$ cat config.mk
export PLATFORM = sky130hd
export DESIGN_NAME = parity_frame_serializer
export DESIGN_NICKNAME = d
export VERILOG_FILES = /design/src/rtl/parity_frame_serializer.sv
export SDC_FILE = /design/constraint.sdc
export NUM_CORES = 1
export LEC_CHECK = 0
export CAP_MARGIN = 15
export CORE_MARGIN = 5
export CORE_UTILIZATION = 45
export CTS_BUF_LIST = sky130_fd_sc_hd__clkbuf_2
export CTS_CLUSTER_SIZE = 8
export DETAILED_ROUTE_END_ITERATION = 8
export GPL_TIMING_DRIVEN = 1
export PLACE_DENSITY = 0.68
export SYNTH_ARGS = -nofsm -noshare
export SYNTH_HDL_FRONTEND = slang
export SYNTH_SLANG_ARGS = --single-unit
$ cat constraint.sdc
create_clock -name clk -period 3.4 [get_ports clk]
set_clock_uncertainty 0.2 [all_clocks]
set_input_delay 1.02 -clock clk [delete_from_list [all_inputs] [get_ports clk]]
set_output_delay 1.02 -clock clk [all_outputs]
set_load 0.005 [all_outputs]
$ cat src/rtl/parity_frame_serializer.sv
// parity_frame_serializer
// Takes a parallel word on a valid/ready handshake and streams it out one bit
// per clock, followed by a parity bit, with sof/eof framing strobes and an
// optional idle gap before the next word is accepted.
module parity_frame_serializer #(
  parameter int DATA_W     = 8,
  parameter int MSB_FIRST  = 0,
  parameter int PARITY_ODD = 0,
  parameter int GAP_CYCLES = 1
) (
  input  logic              clk,
  input  logic              reset,
  input  logic [DATA_W-1:0] in_data,
  input  logic              in_valid,
  output logic              in_ready,
  output logic              ser_out,
  output logic              ser_valid,
  output logic              sof,
  output logic              eof,
  output logic              busy
);

  localparam int              CW       = $clog2(DATA_W);
  localparam logic [CW-1:0]   LAST_BIT = CW'(DATA_W - 1);
  // GAP is unreachable when GAP_CYCLES is 0, so the value used there is moot
  localparam logic [3:0]      LAST_GAP = (GAP_CYCLES == 0) ? 4'd0 : 4'(GAP_CYCLES - 1);
  localparam logic            ODD      = (PARITY_ODD != 0);

  typedef enum logic [1:0] {IDLE, SHIFT, PARITY, GAP} state_t;

  state_t            state;
  logic [DATA_W-1:0] shreg;
  logic [CW-1:0]     cnt;
  logic [3:0]        gap_cnt;
  logic              par;

  // Handshake and activity flags are pure state decodes
  assign in_ready = (state == IDLE);
  assign busy     = (state != IDLE);

  // Frame sequencer: the shift register always holds the bit currently on
  // ser_out at its output end, so the next bit is one position further in.
  always_ff @(posedge clk) begin
    if (reset) begin
      state     <= IDLE;
      shreg     <= '0;
      cnt       <= '0;
      gap_cnt   <= '0;
      par       <= 1'b0;
      ser_out   <= 1'b0;
      ser_valid <= 1'b0;
      sof       <= 1'b0;
      eof       <= 1'b0;
    end else begin
      case (state)
        IDLE: begin
          ser_out   <= 1'b0;
          ser_valid <= 1'b0;
          sof       <= 1'b0;
          eof       <= 1'b0;
          if (in_valid) begin
            state     <= SHIFT;
            shreg     <= in_data;
            par       <= (^in_data) ^ ODD;
            cnt       <= '0;
            ser_out   <= (MSB_FIRST != 0) ? in_data[DATA_W-1] : in_data[0];
            ser_valid <= 1'b1;
            sof       <= 1'b1;
          end
        end
        SHIFT: begin
          sof <= 1'b0;
          if (cnt == LAST_BIT) begin
            state   <= PARITY;
            ser_out <= par;
            eof     <= 1'b1;
          end else begin
            cnt <= cnt + 1'b1;
            if (MSB_FIRST != 0) begin
              ser_out <= shreg[DATA_W-2];
              shreg   <= {shreg[DATA_W-2:0], 1'b0};
            end else begin
              ser_out <= shreg[1];
              shreg   <= {1'b0, shreg[DATA_W-1:1]};
            end
          end
        end
        PARITY: begin
          ser_out   <= 1'b0;
          ser_valid <= 1'b0;
          eof       <= 1'b0;
          gap_cnt   <= '0;
          state     <= (GAP_CYCLES == 0) ? IDLE : GAP;
        end
        GAP: begin
          if (gap_cnt == LAST_GAP) state <= IDLE;
          else                     gap_cnt <= gap_cnt + 1'b1;
        end
        default: state <= IDLE;
      endcase
    end
  end

endmodule
==> results of run 1 <==
## routing by layer
layer / track usage / part of all wire / vias to the layer above
met3: 0.0277 / 0.030 / 5
met4: 0.0650 / 0.018 / 0
met5: 0 / 0 / -
met1: 0.162 / 0.45 / 421
li1: - / - / 449
met2: 0.241 / 0.50 / 14
## area by class of cell
class	count	area (sq um)	share of cell area
multi-input combinational	89	681	0.509
sequential	21	420	0.314
timing repair buffer	16	160	0.120
tap	30	37.5	0.0281
clock buffer	4	20.0	0.0150
inverter	5	18.8	0.0140
## power groups by stage
stage          clock [mW]  sequential, mW  combinational (mW)
2_1_floorplan           0           0.361               0.461
3_3_place_gp            0           0.369               0.562
3_5_place_dp            0           0.372               0.577
4_1_cts             0.114           0.367               0.578
5_1_grt             0.123           0.378               0.638
6_report            0.106           0.366               0.570
## synthesized netlist by cell type
cell type / instances
mux2i_1: 11
or2_2: 1
nand3_1: 3
nand3b_1: 1
nand2_1: 6
dfxtp_1: 21
a21oi_1: 7
nor2_1: 15
buf_6: 1
buf_2: 2
nor2b_4: 1
nand2b_1: 2
nand4_1: 1
a311oi_1: 1
and3_2: 1
o22ai_1: 1
and2b_1: 1
clkbuf_1: 2
mux2_2: 1
inv_1: 5
a21o_1: 1
o21ai_0: 3
a211oi_2: 4
nor2b_1: 1
a31oi_1: 1
ha_1: 8
nor3b_1: 1
a211oi_1: 4
or3b_4: 1
xnor2_1: 7
a211oi_4: 2
nor3_1: 2
xor2_1: 1
## critical path, stage by stage (launching register included)
cell and delay [ns]:
dfxtp_1 0.43, inv_1 0.08, ha_1 0.33, inv_1 0.13, clkdlybuf4s50_1 0.51
## flip-flops by register name (all words and copies together), names as in the netlist
name and count:
shreg 7, gap_cnt 4, cnt 3, state 2, eof 1, par 1
ser_out 1, ser_valid 1, sof 1
## stage by stage
step	utilization	worst slack (ns)	hold WS [ns]	cell area [sq um]	power, mW
floorplan	-	1.31	0.244	1150	0.821
global placement	0.537	0.525	0.264	1320	0.931
detailed placement	0.537	0.434	0.273	1320	0.949
CTS	0.545	0.336	0.299	1340	1.06
global route	0.545	0.249	0.314	1340	1.14
finish	0.545	0.377	0.296	1340	1.04
## path summary, 6_finish.rpt
check	from	end	slack (ns)
setup / recovery	state[0]	busy	0.38
hold / removal	cnt[0]	cnt[0]	0.30
setup reg to reg	state[1]	shreg[6]	1.04
hold reg to reg	cnt[0]	cnt[0]	0.30
## cell usage in the layout, fill, tap and decap left out, drive strengths merged, types with 2 or more instances in the layout
master and n:
a211oi 10, a21oi 7, clkbuf 4, clkdlybuf4s50 16, dfxtp 21, ha 8
inv 5, mux2i 11, nand2 6, nand2b 2, nand3 3, nor2 15
nor2b 2, nor3 2, o21ai 3, xnor2 7
## cell families (layout without fill, tap and decap cells)
kind of cell | Yosys count | count (layout) | share of synthesized area
fa+ha+maj | 8 | 8 | 0.0871
xor+xnor | 8 | 8 | 0.0610
compound gates | 24 | 24 | 0.173
flops | 21 | 21 | 0.366
mux | 12 | 12 | 0.106
buf+inv | 10 | 25 | 0.0414
simple gates | 37 | 37 | 0.166
==> impl_results.md, run 1 <==
- Final wirelength: 2100 um
- Largest net degree at the start of global routing: 22
- H-tree depth: 1
- Post-route ant nets: 0
- Post-synth cell types: 33
- Vias per std cell: 5.39
- Total number of vias: 889
- Overflow after GRT: 0
- Syn_area_per_cell: between 9 and 10 sq um
- P per Cell Area: 779 nW/um^2
- # setup viols final: 0
- Fill count: roughly 240
- Endpoints failing hold: 0
- Worst Path Required: 2.18 ns
- DIE AREA: about 3700 sq um
- CP Launch Type: register
- Wire length per cell: about 13 um
- Reg power frac: 0.351
- Max-Cap Viols: 0
- Initial antenna violation count: 0
- DRC: 0
- Least-Margin Pin Slew: roughly 0.82 ns
- Worst Setup End Kind: output pin
- Area contributors post-synth: dfxtp_1, mux2i_1, ha_1
- Setup TNS: 0 ns
- Iter 0 DRT Violations: 13
- CTS Buf Count: 3
- Std cell rows: 18
- Layout Cells excl Fill: 165
- Hold path depth: 1
- Clock Pin Slew Worst Setup and Hold Paths: roughly 0.20 ns
- Peak supply drop: 560 uV
- Placed instance count: 161
- Leak pwr: 0.511 nW
- Clock sinks: 21
- Sw power: roughly 0.42 mW
- CTS tree: done
- N_diodes: 0
- Fin nets: 155
- Tot GR Track Use: 0.138
- Mapped Cells: 120
- HPWL after detailed placement: roughly 1600 um
- Crit Path Category: reg2out
- Sequential area share after synthesis: 0.366
- Die width: 60.5 um
- Resized Gates After CTS: 0
- Worst hold path class: reg2reg
- Final Max Slew Viols: 0
- Clk Tree Root Cell: clkbuf_2
- Sw frac: 0.407
- Die Span Y: 60.5 um
- Fin crit share: 0.889
- Share of layout cells above drive strength 1: 0.111
- FF+latch count, synth: 21
- Status: finished clean
- Post-CTS Setup Inserts: 0
- Vias in the first global route: 882
- Clock group share of total power: 0.102
- Initial core utilization: 0.468
- Synth top area share: 0.366
- Gate power share: 0.547
- Internal power: slightly above 0.6 mW
- First-pass DRT Iterations: 4
- Min Tclk post-route: 3.02 ns
- I/O Buffers: 16
- Syn Nets: 139
- Worst skew pair latency: roughly 0.32 ns
- Area growth syn-to-layout: 16.4%
- Synth Cell Area: 1150 sq um
- Max_slew headroom: 0.451
- Crit path max fanout: 9
- Ports: 17
- Synth warnings: 0
- CORE AREA: 2450 sq um
- Fmax achieved: 0.331 GHz
- Bufs on Longest Clock Path: 2
- CTS Hold Buffers Added: 0
- Worst Reg-to-Reg Cells: 6
- Placer Congestion: 0.752
- Area leader, netlist: dfxtp_1
- CP Data Arrival Time: 1.80 ns
- Unrepaired setup endpoints after global routing: false
- First-pass GRT wire length: 3770 um
No activity file was read; power rests on OpenSTA's default activity.
==> run 2: changes to the inputs <==
Settings changed: CELL_PAD_IN_SITES_DETAIL_PLACEMENT set to 1, CELL_PAD_IN_SITES_GLOBAL_PLACEMENT set to 1, PLACE_DENSITY 0.68 to unset, PLACE_DENSITY_LB_ADDON set to 0.1, SLEW_MARGIN set to 30.
==> run 2 against run 1 <==
Effect of this change: die area unchanged; worst setup slack got worse by 0.048 ns; register-to-register slack lost 0.09 ns; first-iteration DRC count increased by 15%; count of clock-buffer cells in the layout unchanged; maximum frequency down 1.6%; critical endpoint unchanged; sequential cell count unchanged; largest power group unchanged; critical path type unchanged.
==> impl_results.md, run 2 (same netlist as run 1, synthesis figures left out) <==
- Vias per std cell: 5.47
- P per Cell Area: 798 nW/um^2
- # setup viols final: 0
- CTS Buf Count: 3
- Placed instance count: 161
- CORE AREA: approximately 2500 sq um
- Share of layout cells above drive strength 1: 0.111
- Fin nets: around 160
- Post-route ant nets: 0
- Area growth syn-to-layout: 16.4%
- DIE AREA: 3660 sq um
- Status: finished clean
- HP Start: cnt[0]
- CP Cell Sequence: inv_1 -> ha_1 -> inv_1 -> clkdlybuf4s50_1
- First-pass GRT wire length: 4110 um
- Setup TNS: 0 ns
- Total number of vias: about 900
- Crit Path Category: reg2out
- Overflow after GRT: 0
- Clock sinks: 21
- Layout Cells excl Fill: 165
- Fin crit share: 0.903
- I/O Buffers: 16
- Bufs on Longest Clock Path: 2
- Max-Cap Viols: 0
- N_diodes: 0
- Hold path depth: 1
- Tot GR Track Use: 0.153
- Post-CTS Setup Inserts: 0
- Buf+Inv Stages, Crit Path: 3
- Fmax achieved: 0.326 GHz
- Max reg flops: 7
- CTS Hold Buffers Added: 0
- Total power: 1.07 mW
- Initial antenna violation count: 0
- Worst Path Required: 2.18 ns
- CP Data Arrival Time: between 1.5 and 2 ns
- Sw power: 0.448 mW
- Peak supply drop: 454 uV
- Die width: a little over 60 um
- Initial core utilization: 0.468
- Commonest cells after routing, fill and taps aside: dfxtp_1, clkdlybuf4s50_1, nor2_1
- Worst hold path class: reg2reg
- Commonest non-fill, non-tap cell in the layout: dfxtp_1
- Crit path max fanout: 9
- Leak pwr: 0.511 nW
- Least-Margin Pin Slew: ~0.9 ns
- Vias in the first global route: 892
- Peak per-stage delay on the critical path: ~0.51 ns
- Final wirelength: 2500 um
- Min Tclk post-route: 3.07 ns
- Clk Tree Root Cell: clkbuf_2
- Worst skew pair latency: about 0.32 ns
- Iter 0 DRT Violations: 15
- Reg power frac: 0.347
- Sw frac: 0.420
- Delay-heaviest family, CP: buffers and inverters
- HPWL after detailed placement: roughly 2000 um
- Ports: 17
- Final Max Slew Viols: 0
- Placer Congestion: 0.701
- CP Launch Point: state[0]
- Worst Reg-to-Reg Cells: 6
- H-tree depth: 1
- Most flops, register: shreg
- Die Span Y: 60.5 um
- Most frequent CP cell: inv_1
- Gate power share: 0.551
- Std cell rows: 18
- Largest regs: shreg (7), gap_cnt (4), cnt (3)
- CTS tree: done
- Post-layout util: 0.545
- Worst Setup End Kind: output pin
- Crit path max-delay cell type: clkdlybuf4s50_1
- Largest net degree at the start of global routing: 22
- CP Depth: 4
- Internal power: 0.619 mW
- CP Launch Type: register
- Unrepaired setup endpoints after global routing: false
- Clock group share of total power: 0.102
- Resized Gates After CTS: 0
- Max_slew headroom: 0.413
- First-pass DRT Iterations: 4
- Endpoints failing hold: 0
- Wire length per cell: 15.2 um
- DRC: 0
- Clock Pin Slew Worst Setup and Hold Paths: 0.20 ns
- Reg2reg start: state[1]
-- run 2: metrics by stage --
stage | hold slack (ns) | instance area, sq um | worst slack (ns)
2_1_floorplan | 0.244 | 1150 | 1.31
3_3_place_gp | 0.260 | 1320 | 0.494
3_5_place_dp | 0.273 | 1320 | 0.323
4_1_cts | 0.298 | 1340 | 0.293
5_1_grt | 0.306 | 1340 | 0.215
6_report | 0.299 | 1340 | 0.328
-- run 2: layout make-up --
type | count | area (sq um)
Clock buffer | 4 | 20.0
Timing Repair Buffer | 16 | 160
Multi-Input combinational cell | 89 | 681
Fill cell | 288 | 1120
Inverter | 5 | 18.8
Tap cell | 30 | 37.5
Sequential cell | 21 | 420
-- run 2: power groups by stage --
stage	clock (mW)	combinational, mW	sequential [mW]
after floorplan	0	0.461	0.361
after global placement	0	0.571	0.370
after detailed placement	0	0.596	0.377
after CTS	0.115	0.597	0.371
after global routing	0.123	0.649	0.380
final	0.109	0.588	0.370
-- run 2: final timing paths --
| check | end | slack [ns] |
|---|---|---|
| worst min register to register | cnt[0] | 0.30 |
| worst max-delay path | busy | 0.33 |
| worst max register to register | shreg[5] | 0.95 |
| worst min-delay path | cnt[0] | 0.30 |
-- run 2: worst reg2reg max path, cell delays in order (launching register included) --
cell,delay (ns)
dfxtp_1,0.38
inv_1,0.09
ha_1,0.61
nor2_1,0.18
a211oi_4,0.53
nor2_1,0.08
a211oi_1,0.28
-- run 2: metal layers --
layer,track usage,vias up,part of all wire
met5,0,-,0
met4,0.0464,0,0.0064
met3,0.0447,2,0.036
met2,0.276,12,0.50
met1,0.174,439,0.45
li1,-,449,-
